### config.mk
export PLATFORM = sky130hd
export DESIGN_NAME = mem_stage
export DESIGN_NICKNAME = d
export VERILOG_FILES = /design/src/rtl/mem_stage.sv
export SDC_FILE = /design/constraint.sdc
export NUM_CORES = 1
export LEC_CHECK = 0
export ABC_AREA = 1
export CAP_MARGIN = 15
export CORE_AREA = 2 2 168 137
export DETAILED_ROUTE_END_ITERATION = 10
export DIE_AREA = 0 0 170 139
export PLACE_DENSITY = 0.78
export SYNTH_ARGS = -nofsm -noshare
export SYNTH_HDL_FRONTEND = slang
export SYNTH_SLANG_ARGS = --single-unit
### constraint.sdc
create_clock -name clk -period 2 [get_ports clk]
set_input_delay 0.4 -clock clk [delete_from_list [all_inputs] [get_ports clk]]
set_output_delay 0.4 -clock clk [all_outputs]
set_load 0.1 [all_outputs]
### src/rtl/mem_stage.sv
`default_nettype none
// +-----------------------------------------------------------------------------+
// | mem_stage : load/store pipeline stage (valid/ready request, valid response) |
// | Optional misaligned-access trap: define MEM_MISALIGN_TRAP_EN.  Rev 1.0      |
// +-----------------------------------------------------------------------------+

package riscv;
  localparam logic [31:0] I_NOP = 32'h0000_0013;
endpackage

package core;
  typedef enum logic [3:0] {
    MEM_NOP = 4'd0, MEM_LB, MEM_LH, MEM_LW, MEM_LBU, MEM_LHU, MEM_SB, MEM_SH, MEM_SW
  } mem_op_t;

  typedef enum logic [3:0] {
    ALU_NOP = 4'd0, ALU_ADD, ALU_SUB, ALU_AND, ALU_OR, ALU_XOR, ALU_SLL, ALU_SRL, ALU_SRA, ALU_SLT
  } alu_op_t;

  typedef enum logic [2:0] {
    NOP = 3'd0, FMT_R, FMT_I, FMT_S, FMT_B, FMT_U, FMT_J
  } format_t;

  typedef struct packed {
    logic [31:0] pc;
    logic [31:0] instr;
    format_t     format;
    alu_op_t     alu_op;
    mem_op_t     mem_op;
    logic [4:0]  rd;
    logic [31:0] rd_res;
  } pipeline_bus_t;

  typedef struct packed {
    mem_op_t     mem_op;
    logic [31:0] addr;
    logic [31:0] wdata;
  } mem_cntrl_bus_t;
endpackage

module mem_stage #(
  parameter int RSP_TIMEOUT = 256,
  parameter int TMO_W       = $clog2(RSP_TIMEOUT + 1)
) (
  input  logic                 clk,
  input  logic                 rst,
  input  core::pipeline_bus_t  bus_i,
  input  core::mem_cntrl_bus_t ex2mem_i,
  output core::pipeline_bus_t  mem_bus_o,
  output logic                 stall_o,
  output logic                 bus_err_o,
  output logic                 dmem_req_valid_o,
  input  logic                 dmem_req_ready_i,
  output logic [31:0]          dmem_addr_o,
  output logic                 dmem_we_o,
  output logic [3:0]           dmem_be_o,
  output logic [31:0]          dmem_wdata_o,
  input  logic                 dmem_rsp_valid_i,
  input  logic [31:0]          dmem_rdata_i,
  output logic                 misalign_o
);

  localparam int CNT_W = (TMO_W < 1) ? 1 : TMO_W;

  localparam core::pipeline_bus_t c_bus_rst = '{
    pc: 32'd0, instr: riscv::I_NOP, format: core::NOP, alu_op: core::ALU_NOP,
    mem_op: core::MEM_NOP, rd: 5'd0, rd_res: 32'd0
  };

  typedef enum logic [1:0] {
    S_IDLE     = 2'd0,
    S_REQ      = 2'd1,
    S_WAIT_RSP = 2'd2
  } state_t;

  state_t              r_state, w_state_nxt;
  logic [CNT_W-1:0]    r_cnt, w_cnt_nxt;
  core::pipeline_bus_t r_bus, w_bus_nxt;
  logic                r_err, w_err_nxt;
  logic [31:0]         r_addr, r_wdata;
  logic [3:0]          r_be;
  logic                r_we;
  core::mem_op_t       r_op;

  logic                w_stall, w_issue, w_is_store, w_tmo_hit, w_misalign;
  logic [3:0]          w_be;
  logic [31:0]         w_wdata, w_shift, w_load;

  assign w_is_store = (ex2mem_i.mem_op == core::MEM_SB) ||
                      (ex2mem_i.mem_op == core::MEM_SH) ||
                      (ex2mem_i.mem_op == core::MEM_SW);

  // Loads present a full-word read; their lane selection happens on the response.
  always_comb begin
    w_be    = 4'b1111;
    w_wdata = 32'd0;
    case (ex2mem_i.mem_op)
      core::MEM_SB: begin
        w_be    = 4'b0001 << ex2mem_i.addr[1:0];
        w_wdata = {4{ex2mem_i.wdata[7:0]}};
      end
      core::MEM_SH: begin
        w_be    = ex2mem_i.addr[1] ? 4'b1100 : 4'b0011;
        w_wdata = {2{ex2mem_i.wdata[15:0]}};
      end
      core::MEM_SW: w_wdata = ex2mem_i.wdata;
      default: ;
    endcase
  end

  assign w_shift = dmem_rdata_i >> {r_addr[1:0], 3'b000};

  always_comb begin
    w_load = dmem_rdata_i;
    case (r_op)
      core::MEM_LB:  w_load = {{24{w_shift[7]}}, w_shift[7:0]};
      core::MEM_LH:  w_load = {{16{w_shift[15]}}, w_shift[15:0]};
      core::MEM_LBU: w_load = {24'd0, w_shift[7:0]};
      core::MEM_LHU: w_load = {16'd0, w_shift[15:0]};
      default: ;
    endcase
  end

  generate
    if (RSP_TIMEOUT > 0) begin : g_tmo
      assign w_tmo_hit = (r_cnt == CNT_W'(RSP_TIMEOUT));
    end else begin : g_no_tmo
      assign w_tmo_hit = 1'b0;
    end
  endgenerate

`ifdef MEM_MISALIGN_TRAP_EN
  logic r_mis;
  assign w_misalign =
      (((ex2mem_i.mem_op == core::MEM_LH) || (ex2mem_i.mem_op == core::MEM_LHU) ||
        (ex2mem_i.mem_op == core::MEM_SH)) && ex2mem_i.addr[0]) ||
      (((ex2mem_i.mem_op == core::MEM_LW) || (ex2mem_i.mem_op == core::MEM_SW)) &&
        (ex2mem_i.addr[1:0] != 2'b00));
`else
  assign w_misalign = 1'b0;
`endif

  always_comb begin
    w_state_nxt = r_state;
    w_cnt_nxt   = r_cnt;
    w_bus_nxt   = r_bus;
    w_err_nxt   = 1'b0;
    w_stall     = 1'b0;
    case (r_state)
      S_IDLE: begin
        if (ex2mem_i.mem_op == core::MEM_NOP) begin
          w_bus_nxt = bus_i;
        end else if (w_misalign) begin
          w_bus_nxt        = bus_i;
          w_bus_nxt.rd_res = ex2mem_i.addr;
        end else begin
          w_stall     = 1'b1;
          w_state_nxt = S_REQ;
        end
      end
      S_REQ: begin
        w_stall = 1'b1;
        if (dmem_req_ready_i) begin
          if (r_we) begin
            w_stall     = 1'b0;
            w_bus_nxt   = bus_i;
            w_state_nxt = S_IDLE;
          end else begin
            w_cnt_nxt   = '0;
            w_state_nxt = S_WAIT_RSP;
          end
        end
      end
      S_WAIT_RSP: begin
        if (dmem_rsp_valid_i) begin
          w_bus_nxt        = bus_i;
          w_bus_nxt.rd_res = w_load;
          w_state_nxt      = S_IDLE;
        end else if (w_tmo_hit) begin
          w_bus_nxt        = bus_i;
          w_bus_nxt.rd_res = 32'd0;
          w_err_nxt        = 1'b1;
          w_state_nxt      = S_IDLE;
        end else begin
          w_stall   = 1'b1;
          w_cnt_nxt = r_cnt + CNT_W'(1);
        end
      end
      default: w_state_nxt = S_IDLE;
    endcase
  end

  assign w_issue = (r_state == S_IDLE) && (w_state_nxt == S_REQ);

  always_ff @(posedge clk) begin
    if (rst) begin
      r_state <= S_IDLE;
      r_cnt   <= '0;
      r_bus   <= c_bus_rst;
      r_err   <= 1'b0;
      r_addr  <= 32'd0;
      r_be    <= 4'd0;
      r_wdata <= 32'd0;
      r_we    <= 1'b0;
      r_op    <= core::MEM_NOP;
    end else begin
      r_state <= w_state_nxt;
      r_cnt   <= w_cnt_nxt;
      r_bus   <= w_bus_nxt;
      r_err   <= w_err_nxt;
      if (w_issue) begin
        r_addr  <= ex2mem_i.addr;
        r_be    <= w_be;
        r_wdata <= w_wdata;
        r_we    <= w_is_store;
        r_op    <= ex2mem_i.mem_op;
      end
    end
  end

`ifdef MEM_MISALIGN_TRAP_EN
  always_ff @(posedge clk) begin
    if (rst) r_mis <= 1'b0;
    else     r_mis <= (r_state == S_IDLE) && (ex2mem_i.mem_op != core::MEM_NOP) && w_misalign;
  end
  assign misalign_o = r_mis;
`else
  assign misalign_o = 1'b0;
`endif

  // Reset must release upstream immediately, even mid-access.
  assign stall_o          = w_stall & ~rst;
  assign dmem_req_valid_o = (r_state == S_REQ) & ~rst;
  assign dmem_addr_o      = {r_addr[31:2], 2'b00};
  assign dmem_we_o        = r_we;
  assign dmem_be_o        = r_be;
  assign dmem_wdata_o     = r_wdata;
  assign mem_bus_o        = r_bus;
  assign bus_err_o        = r_err;

endmodule

`default_nettype wire

==> results.cfg, run 1 <==
[synthesis]
synth.area.mux_share_pct = 0
syn_area_per_cell_um2 = 6.56
synth_area_mm2 = 0.00930
post_synthesis_share_of_cell_area_spent_on_and_or_nand_and_nor_gates_pct = 32.5
register_bit_count_reported_by_yosys = 197
synth-compound-area-share_pct = 12.4
yosys.area_share.xor_xnor_pct = 0
netlist_instances = 1417
count_of_different_cell_masters_after_synthesis = 30
synth_top_family_by_area = simple AND/OR/NAND/NOR gates
synth_fa_ha_area_share_pct = 0.269
synth.yosys.warnings = 0
yosysSeqAreaShare_pct = 42.4

[worst_setup_path]
cp_num_cells = 9
critical_path_sink_type = output port
cp_slowest_stage_delay_ns = 0.34
crit-reg2reg-capture = mem_bus_o[7]$_SDFFE_PP0P_
regToRegStartpoint = r_cnt[0]$_SDFFE_PP0P_
critPathMaxFanout = 2
r2r_setup_slack_ns = 0.05
cpLargestDelayFamily = buffers and inverters
startpoint_type = flip-flop
worstPathArrival_ns = 1.68
path_cells = inv_2 -> ha_4 -> nand2_2 -> nor2_1 -> nand2_1 -> nand2_2 -> buf_6 -> a21oi_4 -> buf_12
worst_r2r_path_depth = 15
worst_path_max_delay_cell = sky130_fd_sc_hd__dfxtp_2
critical_path.n_buffers_inverters = 3
cell_mode_on_critical_path = sky130_fd_sc_hd__nand2_2
worst-setup-path-type = flip-flop to output port
cp_data_required_time_ns = 1.60

[floorplan]
die_width_um = 170
die_area_mm2 = 0.0236
core_area_mm2 = 0.0221
floorplan.die.height_um = 139
floorplan.rows = 49
floorplan.initialDensity_pct = 42.1
design.portCount = 401

[sta]
rsz0062_at_grt = true
setup_viol_count_final = 1
maxClockFrequency_mhz = 480
timing.clock.skew_ns = 0.0245
maxSlewViolCount = 0
finalSetupTns_ns = -0.0834
layout_setup_ws_ns = -0.0834
post-route-period-util_pct = 104
final_hold_viol_count = 0
timing.final.crit_period_ns = 2.08

[route]
post_drt_via_cell_ratio = 5.02
drcViolationCount = 0
antenna_violating_nets_post_route = 0
drt_first_pass_iters = 8
num_vias = 10500
routed_wirelength_um = 33000
post_drt_wl_per_cell_um = 15.7
drt_first_iter_violations = 970

[worst_hold_path]
worst_hold_path.num_cells = 2
hold_start = rst
hold_path.class = input pin to flip-flop
hold_end = r_state[1]$_SDFF_PP0_

[job]
timing.max_cap.violations = 0

[place]
postPlaceCellArea_mm2 = 0.0132
port_buffers = 397
finalWeightedCongestion = 0.878
place.detailed.hpwl_um = 23200

[clocking]
tritoncts.num_buffers = 17
worst_skew_pair.late_latency_ns = 0.45
htreeDepth = 4
clk_transition_reported_paths_ns = 0.08
clockRootBuffer = sky130_fd_sc_hd__clkbuf_16
cts_buffer_depth = 2
tritoncts_num_sinks = 197
tritoncts = yes

[cells_and_area]
final_cell_area_mm2 = 0.0144
final_layout_size_suffix_gt1_share_pct = 19.4
finalCoreUtilization_pct = 65.4
total_inserted_antenna_cells = 0
nets = 2027
syn_to_final_growth_pct = 55.2
filler_instances = 1911

[global_route]
gr-usage-all-layers_pct = 26.2
grt_first_pass_wirelength_um = 49500
grt_max_degree = 93
antenna_found_initial = 0
globalRoute.totalOverflow = 0
first_global_vias = 9628

[outcome]
outcome = complete, but fails checks
violations = setup timing

[power_and_ir_drop]
vdd.ir_drop.worst_uv = 751
power.total_mw = 14.1
cellLeakagePower_nw = 6.59
power_density_mw_per_mm2 = 977
[routing by layer]
layer	part of all wire (%)	up-vias	global-route usage, %	wire, um
li1	-	5212	-	-
met1	42	4781	33.3	13800
met2	47	477	43.4	15600
met3	8.3	75	6.62	2730
met4	2.8	0	9.04	929
met5	0	-	0	0
[worst reg2reg max path: cells and delay by family, from the launching register on]
family	cells	cell delay, ns
adders and majority gates	1	0.12
DFF	1	0.33
buffers and inverters	6	0.73
and+or+nand+nor	8	0.69
[cells in the mapped netlist]
cell type / instances / area, um2
sky130_fd_sc_hd__buf_1: 5 / 18.8
sky130_fd_sc_hd__buf_2: 20 / 100
sky130_fd_sc_hd__nand2_2: 1 / 6.26
sky130_fd_sc_hd__dfxtp_1: 197 / 3940
sky130_fd_sc_hd__nor2_4: 2 / 22.5
sky130_fd_sc_hd__nor4_1: 1 / 6.26
sky130_fd_sc_hd__conb_1: 1 / 3.75
sky130_fd_sc_hd__o21ai_0: 55 / 275
sky130_fd_sc_hd__clkbuf_1: 45 / 169
sky130_fd_sc_hd__nand3_2: 2 / 20.0
sky130_fd_sc_hd__a31oi_1: 3 / 18.8
sky130_fd_sc_hd__a21oi_1: 158 / 791
sky130_fd_sc_hd__nor2_1: 170 / 638
sky130_fd_sc_hd__a21oi_4: 1 / 16.3
sky130_fd_sc_hd__clkinv_1: 3 / 11.3
sky130_fd_sc_hd__buf_6: 9 / 101
sky130_fd_sc_hd__nand4_1: 29 / 181
sky130_fd_sc_hd__o211ai_1: 3 / 22.5
sky130_fd_sc_hd__ha_1: 2 / 25.0
sky130_fd_sc_hd__buf_4: 36 / 270
sky130_fd_sc_hd__a211oi_1: 1 / 7.51
sky130_fd_sc_hd__o21ai_1: 1 / 5.00
sky130_fd_sc_hd__inv_6: 1 / 8.76
sky130_fd_sc_hd__a21oi_2: 1 / 8.76
sky130_fd_sc_hd__nand3_1: 82 / 410
sky130_fd_sc_hd__inv_1: 120 / 450
sky130_fd_sc_hd__a21boi_1: 1 / 7.51
sky130_fd_sc_hd__nand2_1: 463 / 1740
sky130_fd_sc_hd__inv_2: 3 / 11.3
sky130_fd_sc_hd__inv_4: 1 / 6.26
[how the worst max path moves through the flow]
stage	slack, ns	to	from
2_1_floorplan	-0.31	stall_o	r_state[1]$_SDFF_PP0_
3_3_place_gp	-0.25	stall_o	ex2mem_i[64]
3_5_place_dp	-0.27	stall_o	ex2mem_i[64]
4_1_cts	-0.12	stall_o	r_cnt[1]$_SDFFE_PP0P_
5_1_grt	-0.16	stall_o	r_cnt[0]$_SDFFE_PP0P_
6_report	-0.08	stall_o	r_cnt[0]$_SDFFE_PP0P_
[metrics by stage]
stage                     std cells  hold WS (ns)  setup slack (ns)
after floorplan                1419         0.456            -0.306
after global placement         2047         0.450            -0.253
after detailed placement       2047         0.454            -0.269
after CTS                      2086         0.284            -0.115
after global routing           2102         0.292            -0.158
final                          2102         0.298           -0.0834
[flip-flops by register name, summed over array words and instances (netlist names)]
| name | flops |
|---|---|
| dmem_we_o | 1 |
| r_state | 2 |
| bus_err_o | 1 |
| dmem_wdata_o | 32 |
| r_op | 4 |
| r_cnt | 9 |
| r_addr | 32 |
| mem_bus_o | 112 |
| dmem_be_o | 4 |
[cell type report]
type | count | area [um2] | area share (%)
repair inverters | 1 | 16.3 | 0.113
repair buffers | 485 | 4640 | 32.1
inverters | 128 | 512 | 3.55
flip-flops and latches | 197 | 3950 | 27.4
clock inverters | 15 | 205 | 1.42
well taps | 280 | 350 | 2.43
multi-input cells | 979 | 4330 | 30.0
clock buffers | 17 | 425 | 2.95
[logic make-up after synthesis]
logic type	Yosys count
AO/OA/AOI/OAI	224
flip-flops	197
other	1
adder cells (fa/ha/maj)	2
AND/OR/NAND/NOR	750
buffers and inverters	243
[timing repair]
item                       4_1_cts  5_1_grt
hold buffers                     0        0
resized for setup               16       45
pin swaps                        6        5
buffers inserted                 7        8
cloned                           0        9
setup endpoints to repair        1       87
[power by group]
group          internal [mW]  switching [mW]  leakage [nW]
Sequential              4.30           0.214          1.62
Combinational           1.75            4.20          4.66
Clock                   1.83            1.81         0.307
[layout by cell type (no fill, tap or decap), types with 2 or more instances in the layout]
master,Yosys,final
sky130_fd_sc_hd__nand2_1,463,455
sky130_fd_sc_hd__inv_2,3,6
sky130_fd_sc_hd__nor2_4,2,3
sky130_fd_sc_hd__conb_1,1,3
sky130_fd_sc_hd__inv_8,0,6
sky130_fd_sc_hd__a21oi_1,158,145
sky130_fd_sc_hd__buf_12,0,24
sky130_fd_sc_hd__dfxtp_1,197,191
sky130_fd_sc_hd__nand3_1,82,82
sky130_fd_sc_hd__clkbuf_16,0,24
sky130_fd_sc_hd__nand2_2,1,9
sky130_fd_sc_hd__clkinv_4,0,2
sky130_fd_sc_hd__buf_4,36,234
sky130_fd_sc_hd__inv_6,1,2
sky130_fd_sc_hd__inv_1,120,118
sky130_fd_sc_hd__buf_6,9,2
sky130_fd_sc_hd__clkinv_1,3,2
sky130_fd_sc_hd__o211ai_1,3,3
sky130_fd_sc_hd__nor2_1,170,164
sky130_fd_sc_hd__a21oi_2,1,13
sky130_fd_sc_hd__buf_8,0,4
sky130_fd_sc_hd__clkdlybuf4s50_1,0,214
sky130_fd_sc_hd__nor2_2,0,5
sky130_fd_sc_hd__clkinv_8,0,6
sky130_fd_sc_hd__a21oi_4,1,2
sky130_fd_sc_hd__nand4_1,29,29
sky130_fd_sc_hd__o21ai_0,55,55
sky130_fd_sc_hd__dfxtp_2,0,5
sky130_fd_sc_hd__a31oi_1,3,3
No activity file was read; power rests on OpenSTA's default activity.
==> run 2: changes to the inputs <==
- CTS_CLUSTER_SIZE: unset -> 14
==> results of run 2 <==
The final DEF is identical to that of run 1; final timing and power are the same.
